**config.mk**
```make
export PLATFORM = sky130hd
export DESIGN_NAME = shift_iter
export DESIGN_NICKNAME = d
export VERILOG_FILES = /design/src/rtl/shift_pkg.sv /design/src/rtl/shift_step_1.sv /design/src/rtl/shift_iter.sv
export SDC_FILE = /design/constraint.sdc
export NUM_CORES = 1
export LEC_CHECK = 0
export CORE_MARGIN = 3
export CORE_UTILIZATION = 50
export DETAILED_ROUTE_END_ITERATION = 10
export GPL_TIMING_DRIVEN = 0
export HOLD_SLACK_MARGIN = 0.06
export PLACE_DENSITY = 0.95
export SKIP_LAST_GASP = 1
export SYNTH_ARGS = -nofsm -noshare
export SYNTH_HDL_FRONTEND = slang
export SYNTH_SLANG_ARGS = --single-unit
export TNS_END_PERCENT = 10
```
**constraint.sdc**
```tcl
create_clock -name clock -period 4.9 [get_ports clock]
set_clock_uncertainty 0.05 [all_clocks]
set_input_delay 0.735 -clock clock [delete_from_list [all_inputs] [get_ports clock]]
set_output_delay 0.735 -clock clock [all_outputs]
set_load 0.05 [all_outputs]
```
**src/rtl/shift_pkg.sv**
```systemverilog
// Shared definitions for the iterative shifter.
// Op codes, FSM state encoding and default widths.
package shift_pkg;

    localparam int DEF_WIDTH = 32;
    localparam int DEF_SHW   = 5;

    localparam logic [1:0] OP_SLL = 2'b00;
    localparam logic [1:0] OP_SRA = 2'b01;
    localparam logic [1:0] OP_SRL = 2'b10;
    localparam logic [1:0] OP_RSV = 2'b11;

    typedef enum logic [1:0] {
        S_IDLE  = 2'd0,
        S_SHIFT = 2'd1,
        S_DONE  = 2'd2
    } state_t;

endpackage

```
**src/rtl/shift_step_1.sv**
```systemverilog
// Combinational one-bit shift step.
// Reserved op passes the operand through unchanged.
module shift_step_1
    import shift_pkg::*;
#(
    parameter int WIDTH = DEF_WIDTH
) (
    input  logic [WIDTH-1:0] d,
    input  logic [1:0]       op,
    output logic [WIDTH-1:0] q
);

    logic [WIDTH-1:0] w_sra;
    logic [WIDTH-1:0] w_sll;
    logic [WIDTH-1:0] w_srl;

    assign w_sra = {d[WIDTH-1], d[WIDTH-1:1]};
    assign w_sll = {d[WIDTH-2:0], 1'b0};
    assign w_srl = {1'b0, d[WIDTH-1:1]};

    always_comb begin
        q = d;
        unique case (op)
            OP_SLL:  q = w_sll;
            OP_SRA:  q = w_sra;
            OP_SRL:  q = w_srl;
            OP_RSV:  q = d;
            default: q = d;
        endcase
    end

endmodule

```
**src/rtl/shift_iter.sv**
```systemverilog
// Iterative shifter: one bit position per clock,
// valid/ready in and out, no same-cycle bypass.
module shift_iter
    import shift_pkg::*;
#(
    parameter int WIDTH = DEF_WIDTH,
    parameter int SHW   = DEF_SHW
) (
    input  logic             clock,
    input  logic             reset,
    input  logic             in_valid,
    output logic             in_ready,
    input  logic [WIDTH-1:0] in_data,
    input  logic [SHW-1:0]   in_shamt,
    input  logic [1:0]       in_op,
    output logic             out_valid,
    input  logic             out_ready,
    output logic [WIDTH-1:0] out_data
);

    state_t           state_r;
    logic [WIDTH-1:0] data_r;
    logic [SHW-1:0]   cnt_r;
    logic [1:0]       op_r;

    state_t           w_state_n;
    logic [WIDTH-1:0] w_data_n;
    logic [SHW-1:0]   w_cnt_n;
    logic [1:0]       w_op_n;
    logic [WIDTH-1:0] w_step;

    shift_step_1 #(
        .WIDTH (WIDTH)
    ) u_step (
        .d  (data_r),
        .op (op_r),
        .q  (w_step)
    );

    always_comb begin
        w_state_n = state_r;
        w_data_n  = data_r;
        w_cnt_n   = cnt_r;
        w_op_n    = op_r;
        unique case (state_r)
            S_IDLE: begin
                if (in_valid) begin
                    w_data_n = in_data;
                    w_cnt_n  = in_shamt;
                    w_op_n   = in_op;
                    w_state_n = (in_shamt == '0) ? S_DONE : S_SHIFT;
                end
            end
            S_SHIFT: begin
                w_data_n = w_step;
                w_cnt_n  = cnt_r - SHW'(1);
                // Leave on the last step so the counter stops at zero.
                if (cnt_r == SHW'(1)) begin
                    w_state_n = S_DONE;
                end
            end
            S_DONE: begin
                if (out_ready) begin
                    w_state_n = S_IDLE;
                end
            end
            default: w_state_n = S_IDLE;
        endcase
    end

    always_ff @(posedge clock or negedge reset) begin
        if (!reset) begin
            state_r <= S_IDLE;
            data_r  <= '0;
            cnt_r   <= '0;
            op_r    <= '0;
        end else begin
            state_r <= w_state_n;
            data_r  <= w_data_n;
            cnt_r   <= w_cnt_n;
            op_r    <= w_op_n;
        end
    end

    assign in_ready  = (state_r == S_IDLE);
    assign out_valid = (state_r == S_DONE);
    assign out_data  = data_r;

endmodule

```
==> flow_metrics.py, run 1 <==
metrics = {
    "sta": {
        "post-route-min-period_ns": 2.89,
        "finalMaxSlewViolations": 0,
        "timing.slew.headroom_pct": 62.6,
        "finalHoldViolations": 0,
        "post-route-period-util_pct": 58.9,
        "grt_setup_unrepaired": "false",
        "worst_pin_slew_ns": 0.559,
        "setup_tns_ns": 0,
        "finalSetupViolations": 0,
        "fmax_mhz": 347,
    },
    "route": {
        "viasPerCell": 6.55,
        "drc": 0,
        "wl_per_cell_um": 18.1,
        "postRouteWirelength_um": 7010,
        "first_pass_iters": 6,
        "vias": 2542,
        "first_iter_violations": 314,
        "drtAntennaViolNets": 0,
    },
    "global_routing": {
        "grt_pass1_wl_um": 11300,
        "overflow": 0,
        "first_global_vias": 2439,
        "grt_util_all_layers_pct": 25.5,
        "antenna_found_initial": 0,
        "grt_max_degree": 28,
    },
    "job": {
        "maxCapViolCount": 0,
    },
    "setup_path": {
        "worstPathArrival_ns": 2.10,
        "reg2regPathDepth": 6,
        "critPathLaunchType": "register",
        "cp_slowest_stage_delay_ns": 0.79,
        "end_kind": "output port",
        "crit_chain": "clkbuf_1 -> nand2b_1 -> inv_1 -> clkdlybuf4s50_1",
        "path_class": "register to output port",
        "required_ns": 4.12,
        "crit_fanout": 10,
        "critPathSlowestCell": "clkdlybuf4s50_1",
    },
    "logic_synthesis": {
        "synth.distinct_cells": 34,
        "synth-seq-cells": 41,
        "syn_avg_cell_area_um2": 9.58,
        "synthFlopType": "dfrtp_1",
        "synthesis.area_um2": 2400,
        "syn_nets": 299,
        "synth_edf_count": 0,
        "ys_warn_count": 0,
        "synthArstFlopShare_pct": 100,
        "yosysTopAreaCell": "dfrtp_1",
        "syn_inst": 251,
        "yosysSeqAreaShare_pct": 42.7,
        "synth_top_area_share_pct": 42.7,
        "synth_area_leaders": "dfrtp_1 43%, o31ai_1 19%, a221oi_1 11%",
    },
    "place": {
        "gp_congestion": 0.820,
        "hpwlAfterDp_um": 5010,
        "port_buffers": 76,
    },
    "clock_tree": {
        "insertion_delay_ns": 0.29,
        "cts_tree": "done",
        "post_cts_buffers": 0,
        "htree_levels": 2,
        "cts_buffers": 5,
        "cts_hold_buf": 0,
        "root_buffer": "clkbuf_8",
        "max-clock-path-buffers": 2,
        "cts_resized": 0,
        "cts.sinks": 41,
        "clkSlewWorstSetupHoldPaths_ns": 0.08,
    },
    "hold_path": {
        "hold_class": "primary input to asynchronous set/reset pin",
    },
    "run_status": {
        "status": "completed",
    },
    "floorplan": {
        "die_h_um": 75.4,
        "row_count": 24,
        "core_um2": 4500,
        "num_io_pins": 77,
        "die_w_um": 75.4,
        "die_area_um2": 5680,
        "initial_core_util_pct": 53.4,
    },
    "final_layout": {
        "area_growth_pct": 39.8,
        "drive_gt1_share_pct": 6.55,
        "antennaDiodeCount": 0,
        "nNetsFinal": 383,
        "fillCellCount": 323,
    },
    "power_and_ir_drop": {
        "cellLeakagePower_uw": 0.00139,
        "vdd_ir_drop_max_mv": 0.430,
        "p_per_area_nw_per_um2": 859,
        "power_uw": 2890,
    },
}
[routing by layer]
layer	up-vias	share of wire, %	track usage [%]
met5	-	0	0
met4	0	2.0	9.32
met3	19	9.3	5.15
met2	165	48	41.7
met1	1201	41	33.7
li1	1157	-	-
[metrics by stage]
stage / cell area, um^2 / util, % / instances / setup WS (ns) / hold WS [ns]
floorplan: 2400 / - / 251 / 2.84 / 0.389
global placement: 3230 / 71.7 / 379 / 2.02 / 0.480
detailed placement: 3250 / 72.1 / 380 / 2.34 / 0.484
CTS: 3360 / 74.6 / 388 / 2.01 / 0.303
global route: 3360 / 74.6 / 388 / 1.88 / 0.315
finish: 3360 / 74.6 / 388 / 2.01 / 0.294
[flip-flops by register name (all words and copies together), names as in the netlist]
signal and cells:
out_data 32, cnt_r 5, op_r 2, state_r 2
[area by class of cell]
cell class / instances / area [um^2] / area share, %
buffer: 30 / 143 / 4.24
clock buffer: 7 / 86.3 / 2.57
clock inverter: 1 / 30.0 / 0.893
inverter: 7 / 26.3 / 0.782
multi-input combinational: 173 / 1210 / 36.0
sequential: 41 / 1030 / 30.5
tap: 52 / 65.1 / 1.94
timing repair buffer: 77 / 776 / 23.1
[where the power goes]
part           total, uW  internal, uW  switching [uW]
clock                285           166             119
sequential           713           516             197
combinational       1890           690            1200
total               2890          1370            1510
[synth_stat cells, types with 2 or more instances]
library cell,number
a21oi_1,3
a221o_1,3
a221oi_1,30
a31oi_1,2
buf_2,6
buf_6,3
clkbuf_1,21
dfrtp_1,41
ha_1,5
inv_1,7
nand2_1,5
nand2b_1,3
nor2_1,36
nor3_1,2
o21ai_1,3
o31ai_1,61
or3_1,2
or3b_1,2
[path summary, 6_finish.rpt]
kind                                         from  slack [ns]                        to
max                        state_r[1]$_DFFE_PN0P_        2.01                 out_valid
min                                         reset        0.29  out_data[18]$_DFFE_PN0P_
max reg2reg                   op_r[0]$_DFFE_PN0P_        2.76  out_data[12]$_DFFE_PN0P_
min reg2reg                  cnt_r[1]$_DFFE_PN0P_        0.51      cnt_r[1]$_DFFE_PN0P_
max in group asynchronous                   reset        4.05  out_data[25]$_DFFE_PN0P_
min in group clock           cnt_r[1]$_DFFE_PN0P_        0.51      cnt_r[1]$_DFFE_PN0P_
[cell usage in the layout, fill, tap and decap left out, types with 5 or more instances in the layout]
master	count
o31ai_1	61
nor2_1	36
buf_2	7
dfrtp_1	41
a221oi_1	30
inv_1	7
clkdlybuf4s50_1	75
clkbuf_8	6
clkbuf_1	22
nand2_1	5
ha_1	5
[kinds of logic (layout without fill, tap and decap cells)]
group	count (synthesis)	count (layout)	synth area share, %
compound gates	110	110	36.1
simple gates	56	56	10.8
flops	41	41	42.7
buf+inv	37	122	7.02
fa+ha+maj	5	5	2.60
mux	2	2	0.884
[worst max-delay path: cells and delay by family, from the launching register on]
| family | cells | cell delay, ns |
|---|---|---|
| DFF | 1 | 0.42 |
| buffers and inverters | 3 | 1.24 |
| and+or+nand+nor | 1 | 0.14 |
Power figures use the tool's default switching activity.
==> run 2, diff against run 1 <==
- CORE_UTILIZATION: 50 -> 46
- PLACE_DENSITY: 0.95 -> 0.9
- clock period: 4.9 -> 2.79 ns (I/O delays scaled with it)
==> run 2 against run 1 <==
Net effect:
- first-iteration DRC count shrank 25%
- critical path depth stayed put
- combinational power up 77%
- final cell count grew 4.1%
- flip-flop and latch count did not move
- clock power rose by 51%
- largest power group unchanged
==> flow_metrics.py, run 2 (synthesized netlist as in run 1, its figures left out) <==
metrics = {
    "route": {
        "drc": 0,
        "drtAntennaViolNets": 0,
        "first_iter_violations": 234,
        "viasPerCell": 6.25,
        "vias": 2524,
        "first_pass_iters": 5,
        "postRouteWirelength_um": 7110,
        "wl_per_cell_um": 17.6,
    },
    "power_and_ir_drop": {
        "cellLeakagePower_uw": 0.00139,
        "vdd_ir_drop_max_mv": 0.779,
        "p_per_area_nw_per_um2": 1480,
    },
    "place": {
        "port_buffers": 76,
        "gp_congestion": 0.821,
        "hpwlAfterDp_um": 5110,
        "placed_area_um2": 3260,
    },
    "setup_path": {
        "crit_chain": "clkbuf_1 -> nand2b_1 -> inv_1 -> clkdlybuf4s50_1",
        "end_kind": "output port",
        "worstPathArrival_ns": 2.10,
        "crit_fanout": 10,
        "cp_slowest_stage_delay_ns": 0.79,
        "critPathSlowestCell": "clkdlybuf4s50_1",
        "path_class": "register to output port",
        "required_ns": 2.32,
        "critPathLaunchType": "register",
    },
    "sta": {
        "finalMaxSlewViolations": 0,
        "fmax_mhz": 389,
        "grt_setup_unrepaired": "false",
        "worst_pin_slew_ns": 0.565,
        "post-route-period-util_pct": 92.1,
        "setup_tns_ns": 0,
        "finalHoldViolations": 0,
        "post-route-min-period_ns": 2.57,
        "finalSetupViolations": 0,
        "timing.slew.headroom_pct": 62.2,
    },
    "clock_tree": {
        "post_cts_buffers": 0,
        "max-clock-path-buffers": 2,
        "htree_levels": 2,
        "cts_tree": "done",
        "insertion_delay_ns": 0.29,
        "cts_buffers": 5,
        "cts.sinks": 41,
        "clkSlewWorstSetupHoldPaths_ns": 0.08,
        "root_buffer": "clkbuf_8",
    },
    "global_routing": {
        "grt_util_all_layers_pct": 23.6,
        "grt_pass1_wl_um": 11700,
        "overflow": 0,
        "antenna_found_initial": 0,
        "first_global_vias": 2417,
        "grt_max_degree": 39,
    },
    "final_layout": {
        "multi_input_area_um2": 1210,
        "layout_commonest_cell": "clkdlybuf4s50_1",
        "fin_area_um2": 3380,
        "area_growth_pct": 40.4,
        "antennaDiodeCount": 0,
        "nNetsFinal": 384,
        "drive_gt1_share_pct": 6.82,
        "largest_register_ff_count": 32,
        "fillCellCount": 398,
        "regArea_um2": 1030,
        "mostFrequentLayoutCells": "75 x clkdlybuf4s50_1, 61 x o31ai_1, 41 x dfrtp_1, 36 x nor2_1, 30 x a221oi_1",
    },
    "floorplan": {
        "die_h_um": 78.3,
        "core_um2": 4880,
        "initial_core_util_pct": 49.3,
        "num_io_pins": 77,
        "die_area_um2": 6130,
        "die_w_um": 78.3,
        "row_count": 25,
    },
    "job": {
        "maxCapViolCount": 0,
    },
    "run_status": {
        "status": "completed",
    },
    "hold_path": {
        "hold_class": "primary input to asynchronous set/reset pin",
    },
}
run 2: cell count changes in the layout (fill, tap and decap cells not counted):
cell | before | now
bufinv_16 | 1 | 0
clkbuf_1 | 22 | 21
clkbuf_8 | 6 | 7
clkinv_2 | 0 | 1
dlygate4sd3_1 | 0 | 1
run 2: final timing paths:
check	start	endpoint	slack, ns	cells past startpoint
max	state_r[1]$_DFFE_PN0P_	out_valid	0.22	4
min	reset	out_data[19]$_DFFE_PN0P_	0.42	2
max reg2reg	op_r[0]$_DFFE_PN0P_	out_data[14]$_DFFE_PN0P_	0.68	6
min reg2reg	out_data[27]$_DFFE_PN0P_	out_data[27]$_DFFE_PN0P_	0.52	2
max in group asynchronous	reset	out_data[4]$_DFFE_PN0P_	1.85	3
min in group clock	out_data[27]$_DFFE_PN0P_	out_data[27]$_DFFE_PN0P_	0.52	2
run 2: routing by layer:
layer | up-vias | global-route usage (%) | share of wire, % | routed length [um]
li1 | 1158 | - | - | -
met1 | 1201 | 32.3 | 42 | 3010
met2 | 149 | 36.9 | 47 | 3370
met3 | 16 | 5.28 | 8.2 | 580
met4 | 0 | 8.04 | 2.0 | 142
met5 | - | 0 | 0 | 0
run 2: timing repair:
action,CTS,global route
endpoints found under the hold margin,3,0
hold buffers,1,0
resized for setup,0,0
run 2: worst max-delay path, delay by kind of cell, from the launching register on:
kind                   cells  cell delay, ns
buffers and inverters      3            1.26
flip-flops                 1            0.41
AND/OR/NAND/NOR            1            0.15
run 2: metrics by stage:
step | util [%] | setup WS (ns) | std cells | total power [uW] | hold WS [ns]
3_5_place_dp | 66.9 | 0.537 | 395 | 4550 | 0.192
3_3_place_gp | 66.6 | 0.207 | 394 | 4440 | 0.480
2_1_floorplan | - | 0.906 | 251 | 3510 | 0.0729
6_report | 69.2 | 0.222 | 404 | 5010 | 0.416
4_1_cts | 69.2 | 0.221 | 404 | 4990 | 0.420
5_1_grt | 69.2 | 0.100 | 404 | 5310 | 0.422
run 2: power by group:
group | internal (uW) | total (uW) | leakage (uW) | switching, uW
combinational | 1210 | 3340 | 0.000835 | 2120
clock | 224 | 430 | 0.0000542 | 206
sequential | 907 | 1240 | 0.000497 | 336
run 2: area by class of cell:
| type | instances | share of cell area [%] |
|---|---|---|
| Timing Repair Buffer | 78 | 23.3 |
| Multi-Input combinational cell | 173 | 35.8 |
| Tap cell | 67 | 2.48 |
| Sequential cell | 41 | 30.4 |
| Clock buffer | 7 | 2.85 |
| Clock inverter | 1 | 0.148 |
| Buffer | 30 | 4.23 |
| Inverter | 7 | 0.778 |
